$ cat config.mk
export PLATFORM = sky130hd
export DESIGN_NAME = regfile_write_arbiter
export DESIGN_NICKNAME = d
export VERILOG_FILES = /design/src/rtl/regfile_write_arbiter.sv
export SDC_FILE = /design/constraint.sdc
export NUM_CORES = 1
export LEC_CHECK = 0
export ABC_AREA = 1
export BUFFER_PORTS_ARGS = -buffer_cell sky130_fd_sc_hd__buf_2
export CAP_MARGIN = 20
export CELL_PAD_IN_SITES_DETAIL_PLACEMENT = 0
export CELL_PAD_IN_SITES_GLOBAL_PLACEMENT = 1
export CORE_AREA = 2 2 63 124
export CTS_CLUSTER_SIZE = 8
export DETAILED_ROUTE_END_ITERATION = 8
export DIE_AREA = 0 0 65 126
export PLACE_DENSITY_LB_ADDON = 0.1
export SYNTH_ARGS = -nofsm -noshare
export SYNTH_HDL_FRONTEND = slang
export SYNTH_SLANG_ARGS = --single-unit
$ cat constraint.sdc
create_clock -name CLK -period 3.6 [get_ports CLK]
set_input_delay 0.18 -clock CLK [delete_from_list [all_inputs] [get_ports CLK]]
set_output_delay 0.18 -clock CLK [all_outputs]
set_load 0.02 [all_outputs]
$ cat src/rtl/regfile_write_arbiter.sv
// Single owner of the register-file write port: zero-fills every register after reset,
// then round-robin arbitrates NREQ writeback requesters onto the one registered write port.
module regfile_write_arbiter #(
  parameter int W     = 32,
  parameter int NREQ  = 2,
  parameter int NREGS = 32,
  parameter int AW    = 5,
  parameter int IDW   = (NREQ > 1) ? $clog2(NREQ) : 1
) (
  input  logic               CLK,
  input  logic               reset,
  input  logic [NREQ-1:0]    req_valid,
  input  logic [NREQ*AW-1:0] req_addr,
  input  logic [NREQ*W-1:0]  req_data,
  output logic [NREQ-1:0]    req_ready,
  output logic               wr_en,
  output logic [AW-1:0]      wr_addr,
  output logic [W-1:0]       wr_data,
  output logic [IDW-1:0]     grant_id,
  output logic               init_done
);

  typedef enum logic {INIT, RUN} state_t;

  state_t         state, state_nxt;
  logic [AW-1:0]  sweep_cnt;
  logic [IDW-1:0] rr_ptr;

  logic           grant_vld_p0;
  logic [IDW-1:0] grant_idx_p0;
  logic [IDW-1:0] scan_idx_p0;
  logic [AW-1:0]  sel_addr_p0;
  logic [W-1:0]   sel_data_p0;
  logic           sweep_last;

  function automatic logic [IDW-1:0] next_ptr(input logic [IDW-1:0] g);
    if (int'(g) == NREQ - 1) return '0;
    else                     return g + IDW'(1);
  endfunction

  assign sweep_last = (sweep_cnt == AW'(NREGS - 1));

  always_comb begin
    state_nxt = state;
    if (state == INIT && sweep_last) state_nxt = RUN;
  end

  // Stage p0: combinational round-robin grant, scanning upward from rr_ptr
  always_comb begin
    req_ready    = '0;
    grant_vld_p0 = 1'b0;
    grant_idx_p0 = '0;
    scan_idx_p0  = '0;
    if (state == RUN) begin
      for (int k = 0; k < NREQ; k++) begin
        scan_idx_p0 = IDW'((int'(rr_ptr) + k) % NREQ);
        if (!grant_vld_p0 && req_valid[scan_idx_p0]) begin
          grant_vld_p0           = 1'b1;
          grant_idx_p0           = scan_idx_p0;
          req_ready[scan_idx_p0] = 1'b1;
        end
      end
    end
  end

  always_comb begin
    sel_addr_p0 = req_addr[int'(grant_idx_p0)*AW +: AW];
    sel_data_p0 = req_data[int'(grant_idx_p0)*W +: W];
  end

  // Stage p1: registered write port
  always_ff @(posedge CLK) begin
    if (!reset) begin
      state     <= INIT;
      sweep_cnt <= '0;
      rr_ptr    <= '0;
      wr_en     <= 1'b0;
      wr_addr   <= '0;
      wr_data   <= '0;
      grant_id  <= '0;
      init_done <= 1'b0;
    end else begin
      state <= state_nxt;
      case (state)
        INIT: begin
          wr_en     <= 1'b1;
          wr_addr   <= sweep_cnt;
          wr_data   <= '0;
          sweep_cnt <= sweep_cnt + AW'(1);
          if (sweep_last) init_done <= 1'b1;
        end
        RUN: begin
          if (grant_vld_p0) begin
            // Register 0 is hardwired zero: the handshake completes but nothing is written.
            wr_en    <= (sel_addr_p0 != '0);
            wr_addr  <= sel_addr_p0;
            wr_data  <= sel_data_p0;
            grant_id <= grant_idx_p0;
            rr_ptr   <= next_ptr(grant_idx_p0);
          end else begin
            wr_en <= 1'b0;
          end
        end
        default: wr_en <= 1'b0;
      endcase
    end
  end

endmodule

==> results_dict.tcl <==
set metrics [dict create \
    status "complete, no violations" \
    clk_latency_ns 0.29 \
    core_area_sq_um 7210 \
    relSlewSlack_pct 54.5 \
    num_antenna_cells 0 \
    ys_warn_count 0 \
    regToRegSetupSlack_ns 1.64 \
    place.gp.congestion 0.747 \
    antenna_found_initial 0 \
    numPortBuffers 119 \
    drt_iter0_drc 75 \
    synthCells 324 \
    p_leak_nw 1.64 \
    min_to "wr_data[16]" \
    wl_microns 6790 \
    tns_ns 0 \
    syn_to_final_growth_pct 35.1 \
    synth-adder-area-share_pct 1.11 \
    vias_per_cell 4.60 \
    pwr_density_cell_nw_per_um2 372 \
    max_stage_delay_ns 0.52 \
    clk_path_buf_depth 2 \
    groute.usage.overall_pct 17.4 \
    drc 0 \
    path_cells "inv_1 -> nand2_2 -> nand2_4 -> inv_1 -> nor2_1 -> buf_2" \
    cp_data_required_time_ns 3.42 \
    final_max_slew_viol_count 0 \
    clk_pin_slew_ns 0.06 \
    synth-simple-area-share_pct 23.7 \
    num_vias 2418 \
    routedWlPerCell_microns 12.9 \
    gr-total-overflow 0 \
    dr.pass1.iters 4 \
    post_cts_buffers 0 \
    reg2reg_from "init_done" \
    arrival_ns 1.92 \
    numClockSinks 46 \
    cts_root_buf "clkbuf_16" \
    finalSetupViolCount 0 \
    dpl.hpwl_microns 5090 \
    io_pins 120 \
    synthXorXnorAreaFrac_pct 0 \
    nFillCells 824 \
    ir_drop_mv 0.316 \
    syn_nets 404 \
    std_cell_rows 44 \
    cp-end-kind "output pin" \
    fin_crit_ns 2.10 \
    ys_seq_elements 46 \
    postPlaceCellArea_sq_um 2870 \
    cts_resized 0 \
    timing.rr.end "wr_data[13]" \
    synth_commonest_cells "nand2_1, dfxtp_1, inv_1, a21oi_1, o211ai_1" \
    rsz0062_at_grt "no" \
    worstHoldPathType "in -> reg" \
    start_util_pct 31.1 \
    ant_nets 0 \
    yosysTopAreaCellShare_pct 41.0 \
    reg2regPathDepth 5 \
    synth_compound_area_share_pct 20.4 \
    ys_seq_area_share_pct 41.0 \
    grt_pass1_wl_microns 11000 \
    synthMuxAreaShare_pct 0 \
    cp_slowest_cell "nand2_4" \
    yosysUniqueCellTypes 22 \
    synth_top_area_cell "dfxtp_1" \
    final_nets 513 \
    grt_max_degree 72 \
    clock.fmax_mhz 476 \
    yosysMostFrequentCell "nand2_1" \
    max_cap_viol_count 0 \
    grt_pass1_vias 2318 \
    report.final.hold_viol_count 0 \
    numCtsBuffers 5 \
    ys_dominant_reg_cell "dfxtp_1" \
    drive_gt1_share_pct 30.4 \
    crit_fanout 71 \
    die_y_microns 126 \
    min_path_cells 3 \
    ys_top_cells_by_area "dfxtp_1, nand2_1, o211ai_1" \
    synthArstFlopShare_pct 0 \
    cts_tree "yes" \
    syn_area_sq_um 2240 \
    stdcell_area_sq_um 3030 \
    dieArea_sq_um 8190 \
    hold_buffers 0 \
    synth_top_family_by_area "simple AND/OR/NAND/NOR gates" \
    cp_common_cell "inv_1" \
    min_period_over_period_pct 58.3 \
    clock-skew-final_ns 0.00538 \
    synth_edf_count 0 \
    whs_ns 0.200 \
    start_kind "register" \
    crit_type "reg -> out" \
    worstHoldStart "req_data[48]" \
    htreeDepth 2 \
    max_slew.worst_pin.slew_ns 0.683 \
    avgSynthCellArea_sq_um 6.93 \
    dieWidth_microns 65 \
]
[placed cells by master (no fill, tap or decap)]
master and n:
nand2_2 1, dfxtp_1 46, and2_1 1, bufinv_16 1, o21a_1 1, clkbuf_1 2, a21oi_1 35, inv_2 1
clkinv_1 2, o21ai_0 6, inv_1 45, nand3_1 12, nand2_4 1, nand2_1 98, o211ai_1 32, buf_4 2
nor2_2 1, nor3_1 3, o21ai_1 1, buf_16 1, nor2_1 16, buf_2 119, ha_1 2, clkbuf_16 5
[sequential cells by signal, indices dropped and copies added, names as in the netlist]
signal and count:
sweep_cnt 5, wr_en 1, grant_id 1, rr_ptr 1, wr_data 32, init_done 1
wr_addr 5
[power by group]
part | internal [W] | switching [W] | leakage, nW
Clock | 0.000328 | 0.000188 | 0.0781
Combinational | 0.0000474 | 0.0000476 | 1.19
Sequential | 0.000514 | 0.00000350 | 0.372
Total | 0.000890 | 0.000240 | 1.64
[how the worst max path moves through the flow]
stage          startpoint      endpoint  slack [ns]  cells past startpoint
3_5_place_dp    init_done   wr_data[13]        1.62                      5
2_1_floorplan   init_done        rr_ptr        2.00                      8
6_report           rr_ptr  req_ready[0]        1.50                      6
5_1_grt            rr_ptr  req_ready[0]        1.26                      6
4_1_cts            rr_ptr  req_ready[0]        1.45                      6
3_3_place_gp    init_done   wr_data[11]        1.65                      5
[worst max-delay path, delay by kind of cell, from the launching register on]
family / cells / cell delay, ns
simple gates: 3 / 0.83
buf+inv: 3 / 0.45
flops: 1 / 0.35
[cell type report]
class	instances	area, sq um	share of cell area, %
sequential	46	921	30.4
inverter	48	180	5.94
clock buffer	7	133	4.37
tap	92	115	3.80
clock inverter	1	30.0	0.990
multi-input combinational	210	1020	33.5
timing repair buffer	122	638	21.0
[metrics by stage]
step	instances	setup WS [ns]	util [%]	total power, W
finish	526	1.50	42.1	0.00113
global placement	517	1.65	39.4	0.000623
global route	526	1.26	42.1	0.00118
floorplan	324	2.00	-	0.000567
CTS	526	1.45	42.1	0.00115
detailed placement	518	1.62	39.8	0.000626
[metal layers]
| metal | wire length, microns | global-route usage (%) | up-vias |
|---|---|---|---|
| met5 | 0 | 0 | - |
| met4 | 167 | 7.63 | 0 |
| met3 | 317 | 3.48 | 11 |
| met2 | 3840 | 33.7 | 67 |
| met1 | 2460 | 16.9 | 1086 |
| li1 | - | - | 1254 |
[kinds of logic (layout without fill, tap and decap cells)]
kind of cell / after synthesis / after routing
buffers and inverters: 68 / 178
adder cells (fa/ha/maj): 2 / 2
AND/OR/NAND/NOR: 133 / 133
flip-flops: 46 / 46
AO/OA/AOI/OAI: 75 / 75
No activity file was read; power rests on OpenSTA's default activity.
